`src/rtl/irq_timer.sv`:
```
// Memory-mapped interval timer: TH reload, TL counter, TCON control/status, free-running SYSTICK; drives irq = IE & ST.
// Reads are combinational (0 cycles); writes land on the next rising edge; bus is never stalled.
module irq_timer #(
    parameter int          PRESCALE = 1,
    parameter logic [31:0] BASE     = 32'h4000_0000
) (
    input  logic        clk,
    input  logic        reset,
    input  logic [31:0] addr,
    input  logic        rd,
    input  logic        wr,
    input  logic [31:0] wdata,
    output logic [31:0] rdata,
    output logic        irq
);

    localparam logic [15:0] PS_MAX = 16'(PRESCALE - 1);

    logic [31:0] th_q, th_d;
    logic [31:0] tl_q, tl_d;
    logic [31:0] systick_q, systick_d;
    logic [15:0] pcnt_q, pcnt_d;
    logic        en_q, en_d;
    logic        ie_q, ie_d;
    logic        st_q, st_d;

    logic hit;
    logic wr_th, wr_tl, wr_tcon;
    logic tick, ovf;
    logic unused_ok;

    assign unused_ok = &{1'b0, addr[1:0]};

    assign hit     = (addr[31:4] == BASE[31:4]);
    assign wr_th   = wr && hit && (addr[3:2] == 2'd0);
    assign wr_tl   = wr && hit && (addr[3:2] == 2'd1);
    assign wr_tcon = wr && hit && (addr[3:2] == 2'd2);

    // Tick and overflow are judged on pre-write state so a same-cycle TCON write cannot cancel them.
    assign tick = en_q && (pcnt_q == PS_MAX);
    assign ovf  = tick && (tl_q == 32'hFFFF_FFFF);

    always_comb begin
        th_d      = wr_th ? wdata : th_q;
        tl_d      = tl_q;
        en_d      = en_q;
        ie_d      = ie_q;
        st_d      = st_q;
        systick_d = systick_q + 32'd1;

        if (wr_tl) begin
            tl_d = wdata;
        end else if (ovf) begin
            tl_d = th_q;
        end else if (tick) begin
            tl_d = tl_q + 32'd1;
        end

        if (wr_tcon) begin
            en_d = wdata[0];
            ie_d = wdata[1];
            st_d = wdata[2];
        end
        // An overflow under the new IE overrides a software clear, so no interrupt is lost.
        if (ovf && ie_d) begin
            st_d = 1'b1;
        end

        pcnt_d = (!en_q || !en_d || tick) ? 16'd0 : pcnt_q + 16'd1;
    end

    always_ff @(posedge clk) begin
        if (reset) begin
            th_q      <= '0;
            tl_q      <= '0;
            systick_q <= '0;
            pcnt_q    <= '0;
            en_q      <= 1'b0;
            ie_q      <= 1'b0;
            st_q      <= 1'b0;
        end else begin
            th_q      <= th_d;
            tl_q      <= tl_d;
            systick_q <= systick_d;
            pcnt_q    <= pcnt_d;
            en_q      <= en_d;
            ie_q      <= ie_d;
            st_q      <= st_d;
        end
    end

    always_comb begin
        rdata = '0;
        if (rd && hit) begin
            case (addr[3:2])
                2'd0:    rdata = th_q;
                2'd1:    rdata = tl_q;
                2'd2:    rdata = {29'd0, st_q, ie_q, en_q};
                default: rdata = systick_q;
            endcase
        end
    end

    assign irq = ie_q && st_q;

endmodule

```
`config.mk`:
```
export PLATFORM = sky130hd
export DESIGN_NAME = irq_timer
export DESIGN_NICKNAME = d
export VERILOG_FILES = /design/src/rtl/irq_timer.sv
export SDC_FILE = /design/constraint.sdc
export NUM_CORES = 1
export LEC_CHECK = 0
export CAP_MARGIN = 25
export CORE_ASPECT_RATIO = 2
export CORE_MARGIN = 5
export CORE_UTILIZATION = 29
export CTS_CLUSTER_SIZE = 8
export DETAILED_ROUTE_END_ITERATION = 8
export PLACE_DENSITY = 0.5
export SKIP_CTS_REPAIR_TIMING = 1
export SLEW_MARGIN = 25
export SYNTH_ARGS = -nofsm -noshare
export SYNTH_HDL_FRONTEND = slang
export SYNTH_SLANG_ARGS = --single-unit
export TNS_END_PERCENT = 1
```
`constraint.sdc`:
```
create_clock -name clk -period 2.8 [get_ports clk]
set_clock_uncertainty 0.15 [all_clocks]
set_input_delay 0.56 -clock clk [delete_from_list [all_inputs] [get_ports clk]]
set_output_delay 0.56 -clock clk [all_outputs]
set_load 0.03 [all_outputs]
```
==> flow_summary.ini <==
[run_status]
outcome = complete, but fails checks
violations = negative setup slack

[yosys]
ys.flop_type = dfxtp_1
synth_seq_cells = 115
synth_top_family_by_area = simple AND/OR/NAND/NOR gates
synth_fp_nets = 918
synthXorXnorAreaFrac = 0.0622
syn-cell-area_um2 = 6480
synth_seq_area_share = 0.355
syn_avg_cell_area_um2 = 7.66
yosysTopAreaCell = dfxtp_1
synth_edf_count = 0
yosys.area_share.simple = 0.311
synthDistinctLibCells = 55
synth_compound_area_frac = 0.147
synthArstFlopShare = 0
syn-instance-count = 846
synthAdderAreaFrac = 0.00772
muxShareOfSynthArea = 0.0774
synth_top_area_frac = 0.355
yosys_warnings = 0
synth.area.top_cells = dfxtp_1, nor2_1, nand2_1

[placed_design]
post-place-ws_ns = -0.309
io_buffers = 98
dpl.hpwl_um = 18400
place_area_um2 = 8170
gp_congestion = 0.869

[floorplanning]
coreArea_um2 = 22100
start_util = 0.294
dieArea_um2 = 25600
fp-row-count = 77
die_h_um = 221
dieWidth_um = 116
io_pins = 101

[cells_and_area]
fillCellCount = 2318
final_cell_mix = nor2_1, dfxtp_1, nand2_1
post-route-cell-area_um2 = 8850
drive_above_1_share = 0.166
final_common_cell = nor2_1
finalCoreUtilization = 0.401
antenna_cells = 0
syn_to_final_growth_pct = 36.5
nNetsFinal = 1049
multi_input_area_um2 = 4010
regArea_um2 = 2300

[worst_hold_path]
hold_depth = 2
min_path_type = reg -> reg

[routing]
drt-initial-drc-count = 396
vias = 6672
drc = 0
postRouteAntennaNets = 0
wirelength_um = 23900
drtPass1Iterations = 6
routedWlPerCell_um = 18.9
via_per_inst = 5.27

[global_route]
use_met2 = 0.353
grt.busiest_layer = met2
grt.total_usage = 0.191
grt-ovfl-total = 0
grt_use_met1 = 0.203
antenna_found_initial = 0
grt_pass1_wl_um = 37600
grt_util_met3 = 0.0306
grt_max_degree = 42
grt_pass1_vias = 6738

[setup_path]
critPathArrivalTime_ns = 2.18
reg2reg_depth = 8
crit_top_cell = nor2_1
worst-path-buf-inv = 3
cp_slowest_stage_delay_ns = 0.42
cp.depth = 8
worst-setup-path-type = in -> out
crit_chain = clkdlybuf4s50_1, nor4b_2, nand4_1, nor2_1, nand2_1, buf_12, nor2_1, buf_4
crit_fanout = 29
critPathSlowestCell = clkdlybuf4s50_1
path_delay_family = simple AND/OR/NAND/NOR gates
start_kind = input port
cp-end-kind = primary output
required_ns = 2.09

[timing]
finalSetupViolCount = 29
max_freq_mhz = 346
setup_slack_ns = -0.0918
slew_viol_final = 0
period_minus_slack_ns = 2.89
fin_crit_sh = 1.03
setup_tns_ns = -1.79
hold_violations = 0
grt_setup_unrepaired = true
tightestPinTransition_ns = 0.734
relSlewSlack = 0.509

[clock_network]
cts_made_buffers = 17
clk_latency_ns = 0.43
cts_root_buffer = clkbuf_16
cts.path.max_buffers = 2
clock_sinks = 115
htreeDepth = 4
clk_pin_slew_ns = 0.05
cts_tree = yes

[job]
cap_violations = 0

[pwr]
power_mw = 3.88
p_leak_nw = 3.20
pwr_density_cell_nw_per_um2 = 439
vdd_drop_max_mv = 0.356
synth_stat cells (3+ instances only):
master,n
and2_1,10
a21o_1,3
buf_1,7
o21ai_0,19
nand2_1,109
mux4_2,3
nor4b_1,4
nand4_1,27
nand3b_1,4
mux2_2,3
and3_1,21
nor2_1,137
o211ai_1,5
buf_2,8
and4_1,18
a311oi_1,4
clkbuf_1,39
ha_1,4
a41oi_1,3
a211oi_1,14
a31oi_1,9
nor3_1,7
nand3_1,42
xor2_1,33
inv_1,8
o21a_1,5
xnor2_1,13
mux2i_1,40
or3_1,12
o31ai_1,4
nor4_1,11
dfxtp_1,115
a21oi_1,78
cells by family after synthesis:
| logic type | count (synthesis) |
|---|---|
| adders and majority gates | 4 |
| buffers and inverters | 64 |
| and+or+nand+nor | 414 |
| AOI/OAI and AO/OA | 157 |
| muxes | 46 |
| DFF | 115 |
| xor gates and xnor gates | 46 |
per-layer routing:
metal / wire (um) / share of wire
met5: 0 / 0
met4: 1030 / 0.043
met3: 760 / 0.032
met2: 13400 / 0.56
met1: 8680 / 0.36
flip-flops by register name, indices dropped and copies added (netlist names):
signal / flops
tl_q: 32
th_q: 32
systick_q: 32
ie_q: 1
st_q: 1
en_q: 1
pcnt_q: 16
area by class of cell:
type                            instances  area share
Sequential cell                       115       0.260
Clock buffer                           28      0.0573
Inverter                                8     0.00339
Tap cell                              276      0.0390
Multi-Input combinational cell        667       0.453
Clock inverter                          4     0.00255
Timing Repair Buffer                  168       0.184
metrics by stage:
stage	hold slack, ns	cells
after global routing	0.337	1266
after floorplan	0.284	846
after detailed placement	0.313	1232
after global placement	0.307	1232
final	0.317	1266
after CTS	0.320	1264
power by group:
group / internal [mW] / leakage (nW) / total, mW / switching [mW]
registers: 1.64 / 0.927 / 1.65 / 0.00927
clock network: 1.22 / 0.258 / 2.01 / 0.787
logic: 0.122 / 2.02 / 0.222 / 0.100
total: 2.98 / 3.20 / 3.88 / 0.896
worst paths after layout:
| check | startpoint | end | slack (ns) |
|---|---|---|---|
| min reg2reg | th_q[17]$_SDFFE_PP0P_ | th_q[17]$_SDFFE_PP0P_ | 0.32 |
| max reg2reg | tl_q[0]$_SDFFE_PP0P_ | tl_q[1]$_SDFFE_PP0P_ | 0.30 |
| max | addr[13] | rdata[28] | -0.09 |
| min | th_q[17]$_SDFFE_PP0P_ | th_q[17]$_SDFFE_PP0P_ | 0.32 |
worst register-to-register path, stage by stage (launching register included):
cell,delay (ns)
dfxtp_1,0.34
ha_1,0.20
nand4_1,0.18
or4_4,0.60
nor4_4,0.21
buf_12,0.19
mux2i_1,0.10
a2111oi_2,0.35
a31o_1,0.13
No activity file was read; power rests on OpenSTA's default activity.
